===== config.mk =====
export PLATFORM = sky130hd
export DESIGN_NAME = uart_tx_cfg
export DESIGN_NICKNAME = d
export VERILOG_FILES = /design/src/rtl/uart_pkg.sv /design/src/rtl/uart_bit_timer.sv /design/src/rtl/uart_tx_cfg.sv
export SDC_FILE = /design/constraint.sdc
export NUM_CORES = 1
export LEC_CHECK = 0
export BUFFER_PORTS_ARGS = -buffer_cell sky130_fd_sc_hd__buf_2
export CAP_MARGIN = 20
export CORE_ASPECT_RATIO = 1.1
export CORE_MARGIN = 3
export CORE_UTILIZATION = 60
export DETAILED_ROUTE_END_ITERATION = 12
export GPL_TIMING_DRIVEN = 0
export HOLD_SLACK_MARGIN = 0.12
export MAX_ROUTING_LAYER = met4
export PLACE_DENSITY = 0.81
export SLEW_MARGIN = 20
export SYNTH_ARGS = -nofsm -noshare
export SYNTH_HDL_FRONTEND = slang
export SYNTH_SLANG_ARGS = --single-unit

===== constraint.sdc =====
create_clock -name clk -period 6.4 [get_ports clk]
set_clock_uncertainty 0.2 [all_clocks]
set_input_delay 1.6 -clock clk [delete_from_list [all_inputs] [get_ports clk]]
set_output_delay 1.6 -clock clk [all_outputs]
set_load 0.005 [all_outputs]

===== src/rtl/uart_pkg.sv =====
// Shared definitions for the configurable UART TX/RX pair: parity encodings,
// frame state encoding and the minimum legal baud divisor.
package uart_pkg;

  localparam logic [1:0] PAR_NONE = 2'b00;
  localparam logic [1:0] PAR_EVEN = 2'b01;
  localparam logic [1:0] PAR_ODD  = 2'b10;

  localparam int MIN_DIV = 2;

  typedef enum logic [2:0] {
    IDLE,
    START,
    DATA,
    PARITY,
    STOP
  } uart_state_e;

  // Mode 2'b11 is an alias of "none".
  function automatic logic par_enabled(input logic [1:0] mode);
    return (mode == PAR_EVEN) || (mode == PAR_ODD);
  endfunction

endpackage


===== src/rtl/uart_bit_timer.sv =====
// Bit-period timer: counts 0..i_period-1 while running and flags the last
// clock of each period. The RX side reuses it with a half-period load.
module uart_bit_timer #(
  parameter int DIV_W = 16
) (
  input  logic             clk,
  input  logic             rst_n,
  input  logic             i_start,
  input  logic             i_run,
  input  logic [DIV_W-1:0] i_period,
  output logic             o_bit_end
);

  logic [DIV_W-1:0] r_cnt;

  assign o_bit_end = i_run && (r_cnt == i_period - DIV_W'(1));

  // NOTE: sequential state uses non-blocking assignments so every flop samples
  // pre-edge values, independent of process ordering in simulation.
  always_ff @(posedge clk or negedge rst_n) begin
    if (!rst_n) begin
      r_cnt <= '0;
    end else if (i_start) begin
      r_cnt <= '0;
    end else if (i_run) begin
      r_cnt <= o_bit_end ? '0 : r_cnt + DIV_W'(1);
    end
  end

endmodule


===== src/rtl/uart_tx_cfg.sv =====
// Configurable UART transmitter: elaboration-time data width, per-frame
// baud divisor / parity / stop bits, gap-free back-to-back frames, RS-485 DE.
module uart_tx_cfg
  import uart_pkg::*;
#(
  parameter int DATA_BITS = 8,
  parameter int DIV_W     = 16,
  parameter bit DE_EN     = 1'b1
) (
  input  logic                 clk,
  input  logic                 rst_n,
  input  logic                 din_vld,
  input  logic [DATA_BITS-1:0] din,
  output logic                 din_rdy,
  input  logic [DIV_W-1:0]     baud_div,
  input  logic [1:0]           parity_mode,
  input  logic                 two_stop,
  output logic                 dout,
  output logic                 de,
  output logic                 busy,
  output logic                 tx_done
);

  localparam int IDX_W = $clog2(DATA_BITS);

  uart_state_e          r_state, w_state_nxt;
  logic [IDX_W-1:0]     r_idx, w_idx_nxt;
  logic                 r_stop_sec, w_stop_sec_nxt;
  logic [DATA_BITS-1:0] r_data;
  logic [DIV_W-1:0]     r_period;
  logic [1:0]           r_par;
  logic                 r_two_stop;
  logic                 r_dout, r_de, r_busy;

  logic                 w_bit_end, w_last_stop, w_accept, w_par_bit, w_dout_nxt;
  logic [DIV_W-1:0]     w_period_in;

  assign w_period_in = (baud_div < DIV_W'(MIN_DIV)) ? DIV_W'(MIN_DIV) : baud_div;
  assign w_last_stop = (r_state == STOP) && w_bit_end && (!r_two_stop || r_stop_sec);
  assign w_accept    = din_vld && din_rdy;
  assign w_par_bit   = (^r_data) ^ (r_par == PAR_ODD);

  assign din_rdy = (r_state == IDLE) || w_last_stop;
  assign tx_done = w_last_stop;
  assign dout    = r_dout;
  assign de      = r_de;
  assign busy    = r_busy;

  uart_bit_timer #(.DIV_W(DIV_W)) u_bit_timer (
    .clk      (clk),
    .rst_n    (rst_n),
    .i_start  (w_accept),
    .i_run    (r_state != IDLE),
    .i_period (r_period),
    .o_bit_end(w_bit_end)
  );

  // NOTE: every signal written here gets a default first, so no path through
  // the case leaves it unassigned and no latch is inferred.
  always_comb begin
    w_state_nxt    = r_state;
    w_idx_nxt      = r_idx;
    w_stop_sec_nxt = r_stop_sec;
    case (r_state)
      IDLE:   if (w_accept) w_state_nxt = START;
      START:  if (w_bit_end) begin
                w_state_nxt = DATA;
                w_idx_nxt   = '0;
              end
      DATA:   if (w_bit_end) begin
                if (r_idx == IDX_W'(DATA_BITS - 1)) begin
                  w_state_nxt    = par_enabled(r_par) ? PARITY : STOP;
                  w_stop_sec_nxt = 1'b0;
                end else begin
                  w_idx_nxt = r_idx + IDX_W'(1);
                end
              end
      PARITY: if (w_bit_end) begin
                w_state_nxt    = STOP;
                w_stop_sec_nxt = 1'b0;
              end
      STOP:   if (w_last_stop) begin
                w_state_nxt = w_accept ? START : IDLE;
              end else if (w_bit_end) begin
                w_stop_sec_nxt = 1'b1;
              end
      default: w_state_nxt = IDLE;
    endcase
  end

  // The line level is derived from the next state so dout is a plain flop.
  always_comb begin
    w_dout_nxt = 1'b1;
    case (w_state_nxt)
      START:   w_dout_nxt = 1'b0;
      DATA:    w_dout_nxt = r_data[w_idx_nxt];
      PARITY:  w_dout_nxt = w_par_bit;
      default: w_dout_nxt = 1'b1;
    endcase
  end

  always_ff @(posedge clk or negedge rst_n) begin
    if (!rst_n) begin
      r_state    <= IDLE;
      r_idx      <= '0;
      r_stop_sec <= 1'b0;
      r_dout     <= 1'b1;
      r_de       <= 1'b0;
      r_busy     <= 1'b0;
    end else begin
      r_state    <= w_state_nxt;
      r_idx      <= w_idx_nxt;
      r_stop_sec <= w_stop_sec_nxt;
      r_dout     <= w_dout_nxt;
      r_de       <= DE_EN && (w_state_nxt != IDLE);
      r_busy     <= (w_state_nxt != IDLE);
    end
  end

  // Frame settings are captured only on accept; mid-frame input changes are ignored.
  always_ff @(posedge clk or negedge rst_n) begin
    if (!rst_n) begin
      r_data     <= '0;
      r_period   <= DIV_W'(MIN_DIV);
      r_par      <= PAR_NONE;
      r_two_stop <= 1'b0;
    end else if (w_accept) begin
      r_data     <= din;
      r_period   <= w_period_in;
      r_par      <= par_enabled(parity_mode) ? parity_mode : PAR_NONE;
      r_two_stop <= two_stop;
    end
  end

endmodule


==> impl_metrics.csv <==
group,metric,value,unit
setup_path,r2r_start,"r_period[0]",
timing,min_period,5170,ps
min_path,min_from,"r_par[1]",
synth,synth-edff-count,0,
place,place_area,3590,um2
drt,firstDrtPassIters,4,
min_path,worstHoldPathType,"reg -> reg",
global_routing,antenna_found_initial,0,
clock_network,ctsHtreeMaxLevel,2,
setup_path,start_kind,"flip-flop",
clock_network,root_buffer,"clkbuf_8",
place,portBuffers,34,
global_routing,grt_start_max_net_pins,53,
finish,diodes,0,
drt,via_count,2669,
drt,drt_iter0_markers,201,
synth,netlist-cell-type-count,57,
place,dp_cells,433,
floorplan,die_height,84.1,um
timing,setup_tns,0,ps
setup_path,cp-endpoint,"din_rdy",
floorplan,rows,27,
finish,fin_area,3720,um2
clock_network,post_cts_resize_count,0,
place,dp_hpwl,5470,um
global_routing,first_global_vias,2628,
synth,yosys_warnings,0,
clock_network,cts_tree,"yes",
setup_path,rrSetupSlack,2220,ps
finish,nets,402,
power_and_ir_drop,p_leak,0.00163,uW
setup_path,cp_slowest_cell,"or4_4",
setup_path,crit_path_end_kind,"output port",
drt,ant_nets,0,
finish,area_delta_synth_final,11.9,%
timing,finalCritPeriodShare,0.808,
power_and_ir_drop,power_density,382,nW/um2
timing,finalSetupViolations,0,
setup_path,cpPeakStageDelay,600,ps
global_routing,overflow,0,
place,gp_congestion,0.950,
clock_network,clk_pin_slew,90,ps
flow_run,max_cap_violations,0,
clock_network,post_cts_buffers,0,
finish,final-instance-count-excl-fill,441,
synth,seq_area_frac_synth,0.392,
timing,slew_viol_final,0,
floorplan,die_w,77.0,um
setup_path,crit_chain,"inv_1 > ha_1 > nor3b_1 > and3_1 > o2111ai_1 > or4_4 > or4_4 > a21boi_0 > buf_2",
setup_path,rr_endpoint,"r_data[5]",
setup_path,cp.required,4600,ps
clock_network,cts.sinks,52,
setup_path,crit_start,"r_period[0]",
synth,avgSynthCellArea,10.2,um2
global_routing,grt_usage,0.242,
timing,max_slew.worst_pin.slew,697,ps
setup_path,cp_max_fo,6,
floorplan,boundaryPins,35,
timing,rsz0062_at_grt,"false",
synth,async_flop_share,1.00,
global_routing,grt_pass1_wl,12400,um
setup_path,rr_worst_depth,11,
floorplan,initial_core_util,0.643,
setup_path,crit_type,"reg -> out",
clock_network,clk_latency,310,ps
timing,slew_headroom,0.531,
setup_path,crit_top_cell,"or4_4",
power_and_ir_drop,ir_drop,0.000244,V
outcome,status,"finished clean",
synth,synth_nets,361,
timing,max_freq,0.193,GHz
synth,ys.flop_type,"dfrtp_1",
drt,wire_per_inst,16.8,um
floorplan,coreArea,5170,um2
synth,syn_area,3320,um2
timing,final-hold-violation-count,0,
floorplan,fp.dieArea,6470,um2
power_and_ir_drop,finalPower,1420,uW
finish,fillCellCount,402,
clock_network,clockBufferDepth,2,
clock_network,numCtsBuffers,5,
drt,drc,0,
finish,drive_gt1_frac,0.228,
clock_network,hold_buffers,0,
finish,final_common_cell,"dfrtp_1",
synth,syn_inst,327,
synth,synth_seq_cells,52,
drt,wl,7390,um
drt,vias_per_cell,6.05,
setup_path,critical_path_arrival,3370,ps
finish,final_cell_mix,"dfrtp_1 (50), buf_2 (33), mux2_4 (20), o21ai_0 (19)",
==> state kept, by name (all words and copies together) (netlist names) <==
register           cells
dout                   1
r_idx                  3
r_par                  2
u_bit_timer.r_cnt     16
busy                   1
r_period              16
r_state                3
r_two_stop             1
r_data                 8
r_stop_sec             1
==> synthesized netlist by cell type (all sizes together), types with 9 or more instances <==
cell   instances  share of area
dfrtp         50           0.38
o21ai         25          0.038
mux2          23           0.10
nor2          18          0.020
xnor2         18          0.047
nand2         16          0.018
nand3         16          0.024
nor3          16          0.026
xor2          16          0.042
inv           15          0.017
nor4          10          0.025
and3           9          0.017
==> metal layers <==
metal  track usage  wire (um)
met1         0.303       3200
met4        0.0626         90
met3        0.0324        274
met2         0.411       3820
met5             -          0
==> critical path: cells and delay by family, from the launching register on <==
family | cells | cell delay (ps)
flops | 1 | 460
buf+inv | 2 | 270
simple gates | 4 | 1750
compound gates | 2 | 330
fa+ha+maj | 1 | 250
==> power by group <==
part	total [uW]	switching [uW]	internal (uW)
sequential	595	154	441
combinational	579	272	307
clock	247	108	138
==> area by class of cell <==
type | count | area [um2] | area share
Clock buffer | 7 | 96.3 | 0.0259
Buffer | 12 | 104 | 0.0279
Tap cell | 72 | 90.1 | 0.0242
Clock inverter | 1 | 30.0 | 0.00808
Timing Repair Buffer | 34 | 173 | 0.0464
Multi-Input combinational cell | 248 | 1870 | 0.502
Inverter | 15 | 56.3 | 0.0151
Sequential cell | 52 | 1300 | 0.351
==> cells by family after synthesis <==
logic type | synth area share
AO/OA/AOI/OAI | 0.144
XOR/XNOR | 0.0896
adder cells (fa/ha/maj) | 0.0151
buffers and inverters | 0.0482
flip-flops | 0.392
multiplexers | 0.104
AND/OR/NAND/NOR | 0.207
==> through the flow <==
| stage | hold WS (ps) | utilization | worst slack, ps |
|---|---|---|---|
| after global routing | 373 | 0.719 | 1090 |
| after global placement | 310 | 0.693 | 1680 |
| final | 345 | 0.719 | 1230 |
| after floorplan | 286 | - | 1990 |
| after CTS | 349 | 0.718 | 1230 |
| after detailed placement | 319 | 0.694 | 1610 |
==> worst min-delay path by stage <==
stage | end | slack (ps) | depth (start not counted)
after floorplan | r_par[1] | 290 | 1
after global placement | r_par[1] | 310 | 1
after detailed placement | r_par[1] | 320 | 1
after CTS | r_period[1] | 350 | 2
after global routing | r_par[1] | 370 | 1
final | r_par[1] | 350 | 1
(Power assumes the default switching activity.)
